File: src/rtl/serial_sub_ctrl_pkg.sv
// Shared definitions for the bit-serial subtraction controller.
package serial_sub_pkg;

  localparam int unsigned DEFAULT_WIDTH = 8;

  typedef enum logic [1:0] {
    IDLE,
    RUN,
    DONE
  } state_t;

endpackage

File: src/rtl/serial_sub_ctrl_if.sv
// Request/result bundle of the serial subtractor: start handshake, operands, result flags.
interface serial_sub_ctrl_if
  import serial_sub_pkg::*;
#(
  parameter int unsigned WIDTH = DEFAULT_WIDTH
);

  logic             start;
  logic [WIDTH-1:0] a;
  logic [WIDTH-1:0] b;
  logic             bin;
  logic             busy;
  logic             done;
  logic [WIDTH-1:0] diff;
  logic             bout;
  logic             ovf;

  modport master (
    output start, a, b, bin,
    input  busy, done, diff, bout, ovf
  );

  modport slave (
    input  start, a, b, bin,
    output busy, done, diff, bout, ovf
  );

endinterface

File: src/rtl/serial_sub_ctrl_fsub.sv
// 1-bit full-subtractor cell: diff = a - b - c, borr set when the result underflows.
module full_subtractor (
  input  logic a,
  input  logic b,
  input  logic c,
  output logic diff,
  output logic borr
);

  assign diff = a ^ b ^ c;
  assign borr = (~a & (b | c)) | (a & b & c);

endmodule

File: src/rtl/serial_sub_ctrl.sv
// Bit-serial a - b - bin controller: one full-subtractor cell iterated LSB first.
module serial_sub_ctrl
  import serial_sub_pkg::*;
#(
  parameter int unsigned WIDTH = DEFAULT_WIDTH
) (
  input  logic              clk,
  input  logic              rst_n,
  serial_sub_ctrl_if.slave  bus
);

  localparam int unsigned     CW   = (WIDTH > 1) ? $clog2(WIDTH) : 1;
  localparam logic [CW-1:0]   LAST = CW'(WIDTH - 1);

  state_t           r_state;
  state_t           w_nstate;

  logic [WIDTH-1:0] r_a_sh;
  logic [WIDTH-1:0] r_b_sh;
  logic             r_borrow;
  logic [CW-1:0]    r_cnt;
  logic [WIDTH-1:0] r_res;
  logic             r_a_msb;
  logic             r_b_msb;
  logic [WIDTH-1:0] r_diff;
  logic             r_bout;
  logic             r_ovf;
  logic             r_busy;
  logic             r_done;

  logic             w_d;
  logic             w_bo;
  logic             w_last;
  logic             w_ovf;
  logic [WIDTH-1:0] w_res_next;

  full_subtractor u_cell (
    .a    (r_a_sh[0]),
    .b    (r_b_sh[0]),
    .c    (r_borrow),
    .diff (w_d),
    .borr (w_bo)
  );

  // New bit enters at the MSB; written as a shifted concat so WIDTH=1 needs no special case
  assign w_res_next = WIDTH'({w_d, r_res} >> 1);
  assign w_last     = (r_cnt == LAST);
  assign w_ovf      = (r_a_msb ^ r_b_msb) & (w_res_next[WIDTH-1] ^ r_a_msb);

  assign bus.busy = r_busy;
  assign bus.done = r_done;
  assign bus.diff = r_diff;
  assign bus.bout = r_bout;
  assign bus.ovf  = r_ovf;

  // State register
  always_ff @(posedge clk or negedge rst_n) begin
    if (!rst_n) r_state <= IDLE;
    else        r_state <= w_nstate;
  end

  // Next-state: accept only in IDLE, leave RUN after the last bit, DONE lasts one cycle
  always_comb begin
    w_nstate = r_state;
    case (r_state)
      IDLE:    if (bus.start) w_nstate = RUN;
      RUN:     if (w_last)    w_nstate = DONE;
      DONE:    w_nstate = IDLE;
      default: w_nstate = IDLE;
    endcase
  end

  // Operand capture, serial iteration and result load; status flags follow the next state
  always_ff @(posedge clk or negedge rst_n) begin
    if (!rst_n) begin
      r_a_sh   <= '0;
      r_b_sh   <= '0;
      r_borrow <= 1'b0;
      r_cnt    <= '0;
      r_res    <= '0;
      r_a_msb  <= 1'b0;
      r_b_msb  <= 1'b0;
      r_diff   <= '0;
      r_bout   <= 1'b0;
      r_ovf    <= 1'b0;
      r_busy   <= 1'b0;
      r_done   <= 1'b0;
    end else begin
      r_busy <= (w_nstate != IDLE);
      r_done <= (w_nstate == DONE);
      case (r_state)
        IDLE: begin
          if (bus.start) begin
            r_a_sh   <= bus.a;
            r_b_sh   <= bus.b;
            r_borrow <= bus.bin;
            r_cnt    <= '0;
            r_a_msb  <= bus.a[WIDTH-1];
            r_b_msb  <= bus.b[WIDTH-1];
          end
        end
        RUN: begin
          r_a_sh   <= r_a_sh >> 1;
          r_b_sh   <= r_b_sh >> 1;
          r_res    <= w_res_next;
          r_borrow <= w_bo;
          r_cnt    <= r_cnt + CW'(1);
          if (w_last) begin
            r_diff <= w_res_next;
            r_bout <= w_bo;
            r_ovf  <= w_ovf;
          end
        end
        default: ;
      endcase
    end
  end

endmodule
File: src/flat_wrapper.sv
// flat-port wrapper written by rule: the top's interface ports become plain ports
module serial_sub_ctrl_flat import serial_sub_pkg::*;
#(
  parameter int unsigned WIDTH = DEFAULT_WIDTH
)
  (clk, rst_n, bus_start, bus_a, bus_b, bus_bin, bus_busy, bus_done, bus_diff, bus_bout, bus_ovf);
  serial_sub_ctrl_if #(.WIDTH(WIDTH)) bus_i ();
  input  logic clk;
  input  logic rst_n;
  input wire logic [$bits(bus_i.start)-1:0] bus_start;
  input wire logic [$bits(bus_i.a)-1:0] bus_a;
  input wire logic [$bits(bus_i.b)-1:0] bus_b;
  input wire logic [$bits(bus_i.bin)-1:0] bus_bin;
  output wire logic [$bits(bus_i.busy)-1:0] bus_busy;
  output wire logic [$bits(bus_i.done)-1:0] bus_done;
  output wire logic [$bits(bus_i.diff)-1:0] bus_diff;
  output wire logic [$bits(bus_i.bout)-1:0] bus_bout;
  output wire logic [$bits(bus_i.ovf)-1:0] bus_ovf;
  assign bus_i.start = bus_start;
  assign bus_i.a = bus_a;
  assign bus_i.b = bus_b;
  assign bus_i.bin = bus_bin;
  assign bus_busy = bus_i.busy;
  assign bus_done = bus_i.done;
  assign bus_diff = bus_i.diff;
  assign bus_bout = bus_i.bout;
  assign bus_ovf = bus_i.ovf;
  serial_sub_ctrl #(.WIDTH(WIDTH)) u_core (.clk(clk), .rst_n(rst_n), .bus(bus_i));
endmodule
File: config.mk
export PLATFORM = sky130hd
export DESIGN_NAME = serial_sub_ctrl_flat
export DESIGN_NICKNAME = d
export VERILOG_FILES = /design/src/rtl/serial_sub_ctrl_pkg.sv /design/src/rtl/serial_sub_ctrl_if.sv /design/src/rtl/serial_sub_ctrl_fsub.sv /design/src/rtl/serial_sub_ctrl.sv /design/src/flat_wrapper.sv
export SDC_FILE = /design/constraint.sdc
export NUM_CORES = 1
export LEC_CHECK = 0
export CORE_UTILIZATION = 51
export CTS_CLUSTER_SIZE = 40
export DETAILED_ROUTE_END_ITERATION = 16
export HOLD_SLACK_MARGIN = 0.12
export PLACE_DENSITY = 0.78
export SETUP_SLACK_MARGIN = 0.3
export SLEW_MARGIN = 20
export SYNTH_ARGS = -nofsm -noshare
export SYNTH_HDL_FRONTEND = slang
export SYNTH_HIERARCHICAL = 1
export SYNTH_SLANG_ARGS = --single-unit
File: constraint.sdc
create_clock -name clk -period 2.2 [get_ports clk]
set_input_delay 0.44 -clock clk [delete_from_list [all_inputs] [get_ports clk]]
set_output_delay 0.44 -clock clk [all_outputs]
set_load 0.01 [all_outputs]
# Yosys cells after proc, flatten, opt, wreduce, memory -nomap -nowiden
# Cells that the tools add are included.
dict set report op_classes {
  n_reduce_logical 6
  n_mux 11
  n_bitwise 11
  addsub 1
  eq_ne 4
}
# op count
set op_table {}
lappend op_table {{case mux 8 bit (2 select lines)} 2}
lappend op_table {{two-way mux 8 bit} 2}
lappend op_table {{case mux 3 bit (2 select lines)} 1}
lappend op_table {{AND reduction 2 bit} 3}
lappend op_table {{bitwise AND 1 bit} 4}
lappend op_table {{two-way mux 2 bit} 2}
lappend op_table {{case mux 2 bit (2 select lines)} 1}
lappend op_table {{nonzero test 2 bit} 2}
lappend op_table {{XOR 1 bit} 4}
lappend op_table {{adder 3 x 1 -> 3 bit, second input constant} 1}
lappend op_table {{== test 3 bit, second input constant} 1}
lappend op_table {{two-way mux 3 bit} 1}
lappend op_table {{== test 2 x 1 -> 1 bit, second input constant} 1}
lappend op_table {{== test 2 bit, second input constant} 1}
lappend op_table {{zero test 2 bit} 1}
lappend op_table {{!= test 2 bit, second input constant} 1}
lappend op_table {{bitwise OR 1 bit} 2}
lappend op_table {{case mux 1 bit (2 select lines)} 1}
lappend op_table {{two-way mux 1 bit} 1}
lappend op_table {{inverter 1 bit} 1}
dict set report totals {
  output_inout_bits 12
  inputBits 20
  register_bits 44
}

# Logic depth before layout (Yosys ltp)
# Gate-level depths: netlist (run 1).
dict set report logic_depth {
  depth_word 4
  depth_mapped 6
  ltp_nobuf 6
}

# Modules after synthesis
# The synthesis (run 1) kept the hierarchy.
# module area_each_um2 n_inst seq_area_each_um2 cells_each
set modules_own_cells {}
lappend modules_own_cells {serial_sub_ctrl 1767.9 1 1076.0 161}
lappend modules_own_cells {full_subtractor 27.5 1 0.0 3}

# Least setup slack after synthesis (run 1)
# No wires, ideal clock.
dict set report synth_path {
  kind {register to register}
  startpoint {register u_core.r_cnt[0]}
  endpoint {register u_core.r_bout (netlist: u_core/bus.bout)}
  t_arrival_ns 1.410
  n_path_buf 1
  required_ns 2.075
  slack_ns 0.665
  stages_incl_launch_ff 6
  path_cell_list {dfrtp_1 ha_1 ha_1 nand3b_2 buf_2 mux2_2}
}
dict set report synth_via {
  elab_chain_cells 2
}
# item line_no
set synth_lines {}
lappend synth_lines {{start, declared} serial_sub_ctrl.sv:21} ;# logic [CW-1:0] r_cnt;
lappend synth_lines {{start signal, assigned} serial_sub_ctrl.sv:107} ;# r_cnt <= r_cnt + CW'(1);
lappend synth_lines {{== test 3 bit} serial_sub_ctrl.sv:47} ;# assign w_last = (r_cnt == LAST);
lappend synth_lines {{AND reduction 2 bit (no line)} --}
lappend synth_lines {{end signal, assigned} serial_sub_ctrl.sv:110} ;# r_bout <= w_bo;
lappend synth_lines {{end, declared} serial_sub_ctrl.sv:26} ;# logic r_bout;
# Every way passes these cells.
# A chain may end at the register's enable or synchronous reset.

# Final worst setup path (run 1)
dict set report layout_path {
  startpoint {register u_core.r_diff[5] (netlist: u_core/bus.diff[5])}
  endpoint {output port bus_diff[5]}
}
# item line_no
set layout_lines {}
lappend layout_lines {{start, declared} serial_sub_ctrl.sv:25} ;# logic [WIDTH-1:0] r_diff;
lappend layout_lines {{start signal, assigned} serial_sub_ctrl.sv:109} ;# r_diff <= w_res_next;
lappend layout_lines {{end, declared} flat_wrapper.sv:16} ;# output wire logic [$bits(bus_i.diff)-1:0] bus_diff;
# No word-level cell between the ends.

==> results.toml, run 1 <==
[grt]
grt_pass1_wl_um = 5450
grt_max_degree = 30
grt_pass1_vias = 1289
grt_usage_pct = 20.3
grt_antenna_before_repair = 0
grt-ovfl-total = 0

[synthesis]
synthArstFlopShare_pct = 100
netlist.area_leader.share_pct = 59.9
ys_types = 21
syn-num-nets = 187
synth_seq_cells = 43
mappedNetlistArea_um2 = 1800
ys_seq_area_share_pct = 59.9
syn_area_per_cell_um2 = 10.9
yosysMostFrequentCell = "dfrtp_1"
ys_top_cells_by_area = "dfrtp_1 (60%), nand2_1 (8.2%), mux2_2 (6.9%)"
synth_edf_count = 0
ys.flop_type = "dfrtp_1"
synthTopCellsByCount = "dfrtp_1 (43), nand2_1 (39), o21ai_0 (17)"
yosysWarnings = 6
syn_inst = 164
yosys.area.top_type = "dfrtp_1"

[clock_tree]
cts_buffers = 5
insertion_delay_ps = 340
cts_tree = "yes"
cts-root-buf = "clkbuf_4"
cts_buffer_depth = 2
htree_levels = 2
clkSinkCount = 43
clk_pin_slew_ps = 110

[timing]
setup_viol = 0
relSlewSlack_pct = 58.2
fin_crit_ps = 1680
finalHoldViolCount = 0
finalCritPeriodShare_pct = 76.3
max_freq_mhz = 596
fin_skew_ps = 4.48
slew_viol_final = 0
rsz0062_at_grt = "false"
finalSetupTns_ps = 0
worst_slew_pin_slew_ps = 626

[flow_run]
cap_violations = 0

[routing]
wl_um = 3130
drc = 0
routed_via_density = 5.31
antenna_left = 0
initialDrtViolationCount = 59
drtPass1Iterations = 4
via_count = 1301
wl_per_cell_um = 12.8

[die]
die_y_um = 61.3
rows = 21
ios = 32
dieArea_um2 = 3760
start_util_pct = 53.4
fp.dieW_um = 61.3
core_um2 = 3360

[finish]
insertedDiodeCount = 0
n_fill_cell = 293
multi_input_area_um2 = 648
finish.instance_area_um2 = 2210
ff_latch_area_um2 = 1080
fin_nets = 223
syn_to_final_growth_pct = 22.9
drive_gt1_share_pct = 12.6

[placement]
hpwl_um = 2330
gp_congestion = 0.715
dpl-instance-area_um2 = 2150
port_buffers = 31

[power]
max-vdd-ir-drop_uv = 515
cellPowerDensity_nw_per_um2 = 1240
leakage_nw = 1.00

[critical_path]
end_kind = "primary output"
cp.required_ps = 1760
crit_family = "buffers and inverters"
max_stage_delay_ps = 540
crit_fanout = 2
cpMaxStageDelayCell = "clkdlybuf4s50_1"
path_buf_inv = 1
path_cells = "clkdlybuf4s50_1"
worstSetupPathType = "flip-flop to primary output"
cp-startpoint = "u_core/bus.diff[5]$_DFFE_PN0P_"
cp-start-kind = "flip-flop"
cp.arrival_ps = 1240
r2r_start = "u_core/r_state[1]$_DFF_PN0_"

[status]
status = "finished clean"

[worst_hold_path]
min-delay-start = "u_core/r_cnt[0]$_DFFE_PN0P_"
hold_path_class = "flip-flop to flip-flop"
through the flow:
step | std cells | utilization [%] | power [mW] | worst slack, ps | hold slack (ps)
floorplan | 164 | - | 2.01 | 665 | 144
global placement | 238 | 64.1 | 2.37 | 348 | 458
detailed placement | 238 | 64.1 | 2.43 | 260 | 471
CTS | 245 | 65.6 | 2.76 | 506 | 486
global route | 245 | 65.6 | 2.97 | 440 | 501
finish | 245 | 65.6 | 2.74 | 521 | 480
routing by layer:
metal	GRT usage (%)	wire length (um)
met1	23.7	1310
met2	35.2	1640
met3	6.72	130
met4	7.30	43
met5	0	0
sequential cells by signal, summed over array words and instances (netlist names):
| register | flops |
|---|---|
| u_core/bus.bout | 1 |
| u_core/bus.busy | 1 |
| u_core/bus.diff | 8 |
| u_core/bus.done | 1 |
| u_core/bus.ovf | 1 |
| u_core/r_a_msb | 1 |
| u_core/r_a_sh | 8 |
| u_core/r_b_msb | 1 |
| u_core/r_b_sh | 8 |
| u_core/r_borrow | 1 |
| u_core/r_cnt | 3 |
| u_core/r_res | 7 |
| u_core/r_state | 2 |
report_power, final:
| group | internal (mW) | switching, mW |
|---|---|---|
| Clock | 0.114 | 0.222 |
| Sequential | 1.12 | 0.232 |
| Combinational | 0.561 | 0.488 |
layout make-up:
class,count,share of cell area [%]
clock buffer,6,1.87
timing repair buffer,38,16.3
sequential,43,48.8
inverter,6,1.02
multi-input combinational,106,29.4
tap,46,2.61
worst paths after layout:
kind                                                  end  slack [ps]  depth (start not counted)
hold reg to reg               u_core/r_cnt[0]$_DFFE_PN0P_         480                          1
setup / recovery                              bus_diff[5]         520                          1
setup reg to reg           u_core/bus.diff[6]$_DFFE_PN0P_         530                          2
max in group asynchronous    u_core/r_b_sh[1]$_DFFE_PN0P_        1020                          3
min in group asynchronous      u_core/bus.ovf$_DFFE_PN0P_         630                          2
hold / removal                u_core/r_cnt[0]$_DFFE_PN0P_         480                          1
cells in the final DEF (no fill, tap or decap):
master,n
mux2_2,11
nor3b_1,1
inv_1,6
dlygate4sd3_1,1
dfrtp_1,43
o21ai_0,17
buf_2,1
ha_1,2
o21bai_2,1
nand3b_2,1
clkbuf_1,1
nand2b_1,1
a21oi_1,5
o21ai_1,1
nand2_1,39
clkdlybuf4s50_1,30
a22oi_1,15
nor2b_1,7
nor2_1,2
fa_1,1
buf_4,6
clkbuf_4,5
a22o_1,2
cell families (layout without fill, tap and decap cells):
| kind of cell | count (synthesis) | count (layout) | synth area share [%] |
|---|---|---|---|
| AOI/OAI and AO/OA | 41 | 41 | 14.3 |
| adders and majority gates | 3 | 3 | 2.51 |
| DFF | 43 | 43 | 59.9 |
| buffers and inverters | 15 | 50 | 3.97 |
| and+or+nand+nor | 51 | 51 | 12.4 |
| muxes | 11 | 11 | 6.90 |
what timing repair did:
action	4_1_cts	5_1_grt
buffers inserted	0	0
resized for setup	0	0
hold buffers	1	0
hold endpoints to repair	16	0
Power figures use the tool's default switching activity.
==> run 2, diff against run 1 <==
CORE_UTILIZATION = 46   (was 51)
PLACE_DENSITY = 0.74   (was 0.78)
clock period = 1.51 ns   (was 2.2 ns; I/O delays follow)
==> results.toml, run 2 (synthesis gave the netlist of run 1 again) <==
[clock_tree]
cts_buffer_depth = 2
clkSinkCount = 43
insertion_delay_ps = 300
htree_levels = 2
cts_buffers = 5
clk_pin_slew_ps = 80
cts-root-buf = "clkbuf_8"
cts_tree = "yes"

[placement]
place_inst = 243
port_buffers = 31
hpwl_um = 2520
dpl-instance-area_um2 = 2260
dp_slack_ps = -198
gp_congestion = 0.776

[critical_path]
cp-start-kind = "flip-flop"
crit_family = "adder cells"
cp.arrival_ps = 1590
cp.required_ps = 1690
end_kind = "flip-flop"
reg2reg_depth = 6
worstSetupPathType = "flip-flop to flip-flop"
cpMaxStageDelayCell = "fa_1"
crit_fanout = 4
max_stage_delay_ps = 540
worstSetupPathDepth = 6
path_cells = "inv_2 -> fa_1 -> inv_2 -> nor2b_4 -> a21oi_2 -> o21ai_1"
cp_common_cell = "inv_2"
path_buf_inv = 2

[grt]
grt_pass1_wl_um = 6470
grt-ovfl-total = 0
grt_max_degree = 26
grt_usage_pct = 20.9
grt_antenna_before_repair = 0
grt_pass1_vias = 1385

[timing]
fin_crit_ps = 1400
finalHoldViolCount = 0
finalCritPeriodShare_pct = 93.0
slew_viol_final = 0
worst_slack_ps = 106
setup_viol = 0
finalSetupTns_ps = 0
rsz0062_at_grt = "true"
max_freq_mhz = 712
worst_slew_pin_slew_ps = 437
holdWs_ps = 473
fin_skew_ps = 10.3
relSlewSlack_pct = 70.9

[finish]
final_common_cell = "dfrtp_1"
insertedDiodeCount = 0
drive_gt1_share_pct = 35.4
final_cell_mix = "dfrtp_1 (41), nand2_1 (38), buf_4 (20), clkdlybuf4s50_1 (17)"
fin_nets = 245
syn_to_final_growth_pct = 44.1
finish.instance_area_um2 = 2590
n_fill_cell = 281
ff_latch_area_um2 = 1080
final_util_pct = 70.1
multi_input_area_um2 = 795
fin_cells = 271

[power]
max-vdd-ir-drop_uv = 976
clockPowerShare_pct = 17.8
power.switching_mw = 1.69
p_seq_share_pct = 39.7
p_total_mw = 5.08
leakage_nw = 1.26
p_int_mw = 3.38
switching_share_pct = 33.3
cellPowerDensity_nw_per_um2 = 1960
power.share.combinational_pct = 42.5

[routing]
wl_per_cell_um = 14.4
antenna_left = 0
drc = 0
wl_um = 3910
drtPass1Iterations = 4
routed_via_density = 5.27
via_count = 1429
initialDrtViolationCount = 61

[status]
status = "finished clean"

[flow_run]
cap_violations = 0

[die]
die_y_um = 64.5
core_um2 = 3690
fp.dieW_um = 64.5
dieArea_um2 = 4160
rows = 22
ios = 32
start_util_pct = 48.7

[worst_hold_path]
hold_path_class = "input pin to asynchronous set/reset pin"
-- run 2: timing repair --
action / 4_1_cts / 5_1_grt
hold endpoints to repair: 18 / 0
gates cloned: 2 / 1
endpoints found under the setup margin: 51 / 48
setup buffers: 10 / 6
pin swaps: 4 / 0
hold buffers: 1 / 0
gates resized for setup: 49 / 24
-- run 2: layout make-up --
type                       instances  area share (%)
clock buffer                       6            3.19
inverter                           6           0.870
timing repair buffer              58            19.9
sequential                        43            41.7
clock inverter                     2            1.35
tap                               48            2.32
multi-input combinational        108            30.7
-- run 2: per-layer routing --
| layer | up-vias | global-route usage [%] | wire, um |
|---|---|---|---|
| met1 | 712 | 25.5 | 1600 |
| met5 | - | 0 | 0 |
| li1 | 675 | - | - |
| met2 | 34 | 36.3 | 2090 |
| met4 | 0 | 6.67 | 62 |
| met3 | 8 | 5.28 | 151 |
-- run 2: worst paths after layout --
kind,startpoint,to,slack (ps)
min,rst_n,u_core/r_res[4]$_DFFE_PN0P_,470
min in group clk,u_core/r_b_sh[2]$_DFFE_PN0P_,u_core/r_b_sh[2]$_DFFE_PN0P_,490
max,u_core/r_a_sh[0]$_DFFE_PN0P_,u_core/bus.ovf$_DFFE_PN0P_,110
max reg2reg,u_core/r_a_sh[0]$_DFFE_PN0P_,u_core/bus.ovf$_DFFE_PN0P_,110
max in group asynchronous,rst_n,u_core/r_state[0]$_DFF_PN0_,540
min reg2reg,u_core/r_b_sh[2]$_DFFE_PN0P_,u_core/r_b_sh[2]$_DFFE_PN0P_,490
-- run 2: power by group through the flow --
| stage | Clock, mW | Sequential (mW) | Combinational [mW] |
|---|---|---|---|
| 2_1_floorplan | 0 | 1.96 | 1.09 |
| 3_3_place_gp | 0 | 1.96 | 1.68 |
| 3_5_place_dp | 0 | 2.00 | 1.76 |
| 4_1_cts | 0.927 | 2.00 | 2.06 |
| 5_1_grt | 0.979 | 2.07 | 2.37 |
| 6_report | 0.905 | 2.01 | 2.16 |
==> run 3, diff against run 2 <==
CORE_UTILIZATION = 51   (was 46)
PLACE_DENSITY = 0.78   (was 0.74)
clock period = 1.4 ns   (was 1.51 ns; I/O delays follow)
==> results.toml, run 3 (synthesis gave the netlist of run 1 again) <==
[routing]
initialDrtViolationCount = 121
wl_per_cell_um = 19.4
wl_um = 5480
routed_via_density = 5.64
via_count = 1590
drtPass1Iterations = 4
antenna_left = 0
drc = 0

[clock_tree]
insertion_delay_ps = 360
clkSinkCount = 43
cts_buffer_depth = 2
clk_pin_slew_ps = 130
cts_tree = "yes"
cts_buffers = 5
htree_levels = 2
cts-root-buf = "clkbuf_4"

[grt]
grt_busiest_layer = "met2"
grt_pass1_wl_um = 6910
grt_usage_pct = 25.8
grt-ovfl-total = 0
grt_max_degree = 44
grt_pass1_vias = 1484
use_met3_pct = 6.72
grt_antenna_before_repair = 0
grt_util_met2_pct = 43.0
grtUsageMet1_pct = 33.0

[critical_path]
cp.required_ps = 1680
cp.arrival_ps = 1850
crit_fanout = 4
r2r_start = "u_core/r_borrow$_DFFE_PN0P_"
end_kind = "flip-flop"
worstSetupPathType = "flip-flop to flip-flop"
cp-startpoint = "u_core/r_borrow$_DFFE_PN0P_"
cp-start-kind = "flip-flop"

[timing]
rsz0062_at_grt = "true"
max_freq_mhz = 636
fin_skew_ps = 8.97
slew_viol_final = 0
finalCritPeriodShare_pct = 112
relSlewSlack_pct = 80.8
finalHoldViolCount = 0
fin_crit_ps = 1570
worst_slack_ps = -172
worst_slew_pin_slew_ps = 288
setup_viol = 3
holdWs_ps = 411
finalSetupTns_ps = -364

[power]
max-vdd-ir-drop_uv = 1400
p_seq_share_pct = 37.3
switching_share_pct = 38.9
leakage_nw = 1.42
clockPowerShare_pct = 9.7
p_int_mw = 3.73
power.share.combinational_pct = 53.0
cellPowerDensity_nw_per_um2 = 2130
power.switching_mw = 2.38
p_total_mw = 6.10

[finish]
n_fill_cell = 180
insertedDiodeCount = 0
fin_nets = 258
multi_input_area_um2 = 946
final_common_cell = "dfrtp_1"
finish.instance_area_um2 = 2860
final_cell_mix = "dfrtp_1 (41), buf_4 (21), nand2_2 (20), clkdlybuf4s50_1 (17)"
syn_to_final_growth_pct = 59.2
drive_gt1_share_pct = 55.5
ff_latch_area_um2 = 1080

[worst_hold_path]
hold_path_class = "input pin to asynchronous set/reset pin"

[die]
core_um2 = 3360
die_y_um = 61.3
dieArea_um2 = 3760
fp.dieW_um = 61.3
ios = 32
rows = 21
start_util_pct = 53.4

[placement]
dpl-instance-area_um2 = 2300
gp_congestion = 0.778
port_buffers = 31
hpwl_um = 2530

[status]
status = "complete, but fails checks"
violations = "negative setup slack"

[flow_run]
cap_violations = 0
## run 3: through the flow
step	instances	util (%)	setup slack [ps]
6_report	282	85.0	-172
5_1_grt	282	85.0	-176
4_1_cts	268	75.9	-45.5
3_5_place_dp	246	68.4	-259
3_3_place_gp	246	68.4	-235
2_1_floorplan	164	-	31.9
## run 3: layout make-up
type	count	area share [%]
inverter	6	1.23
sequential	43	37.7
multi-input combinational	107	33.1
clock inverter	2	0.438
tap	46	2.01
timing repair buffer	72	24.1
clock buffer	6	1.44
## run 3: what timing repair did
action / in CTS / in global routing
endpoints found under the setup margin: 53 / 54
pin swaps: 21 / 13
cloned: 4 / 1
hold endpoints to repair: 43 / 0
setup buffers: 9 / 13
resized for setup: 100 / 50
hold buffers: 1 / 0
## run 3: metal layers
layer / wire length, um / up-vias / part of all wire [%]
li1: - / 704 / -
met1: 2300 / 823 / 42
met4: 55 / 0 / 1.0
met3: 246 / 7 / 4.5
met2: 2880 / 56 / 53
met5: 0 / - / 0
## run 3: final timing paths
kind,to,slack (ps),cells past startpoint
min,u_core/r_a_sh[4]$_DFFE_PN0P_,410,3
min in group clk,u_core/r_b_sh[7]$_DFFE_PN0P_,470,4
max reg2reg,u_core/bus.ovf$_DFFE_PN0P_,-170,5
min reg2reg,u_core/r_b_sh[5]$_DFFE_PN0P_,520,2
max in group asynchronous,u_core/r_state[1]$_DFF_PN0_,750,3
max,u_core/bus.ovf$_DFFE_PN0P_,-170,5
## run 3: worst max-delay path, cell delays in order (launching register included)
cell and delay (ps):
dfrtp_1 450, fa_1 580, inv_2 70, nor3b_2 200
a21oi_2 50, o21ai_1 160
## run 3: power by group through the flow
stage,sequential (mW),clock [mW],combinational [mW]
4_1_cts,2.15,0.597,2.48
5_1_grt,2.33,0.660,3.45
2_1_floorplan,2.13,0,1.24
3_3_place_gp,2.11,0,1.96
6_report,2.27,0.595,3.23
3_5_place_dp,2.15,0,2.07
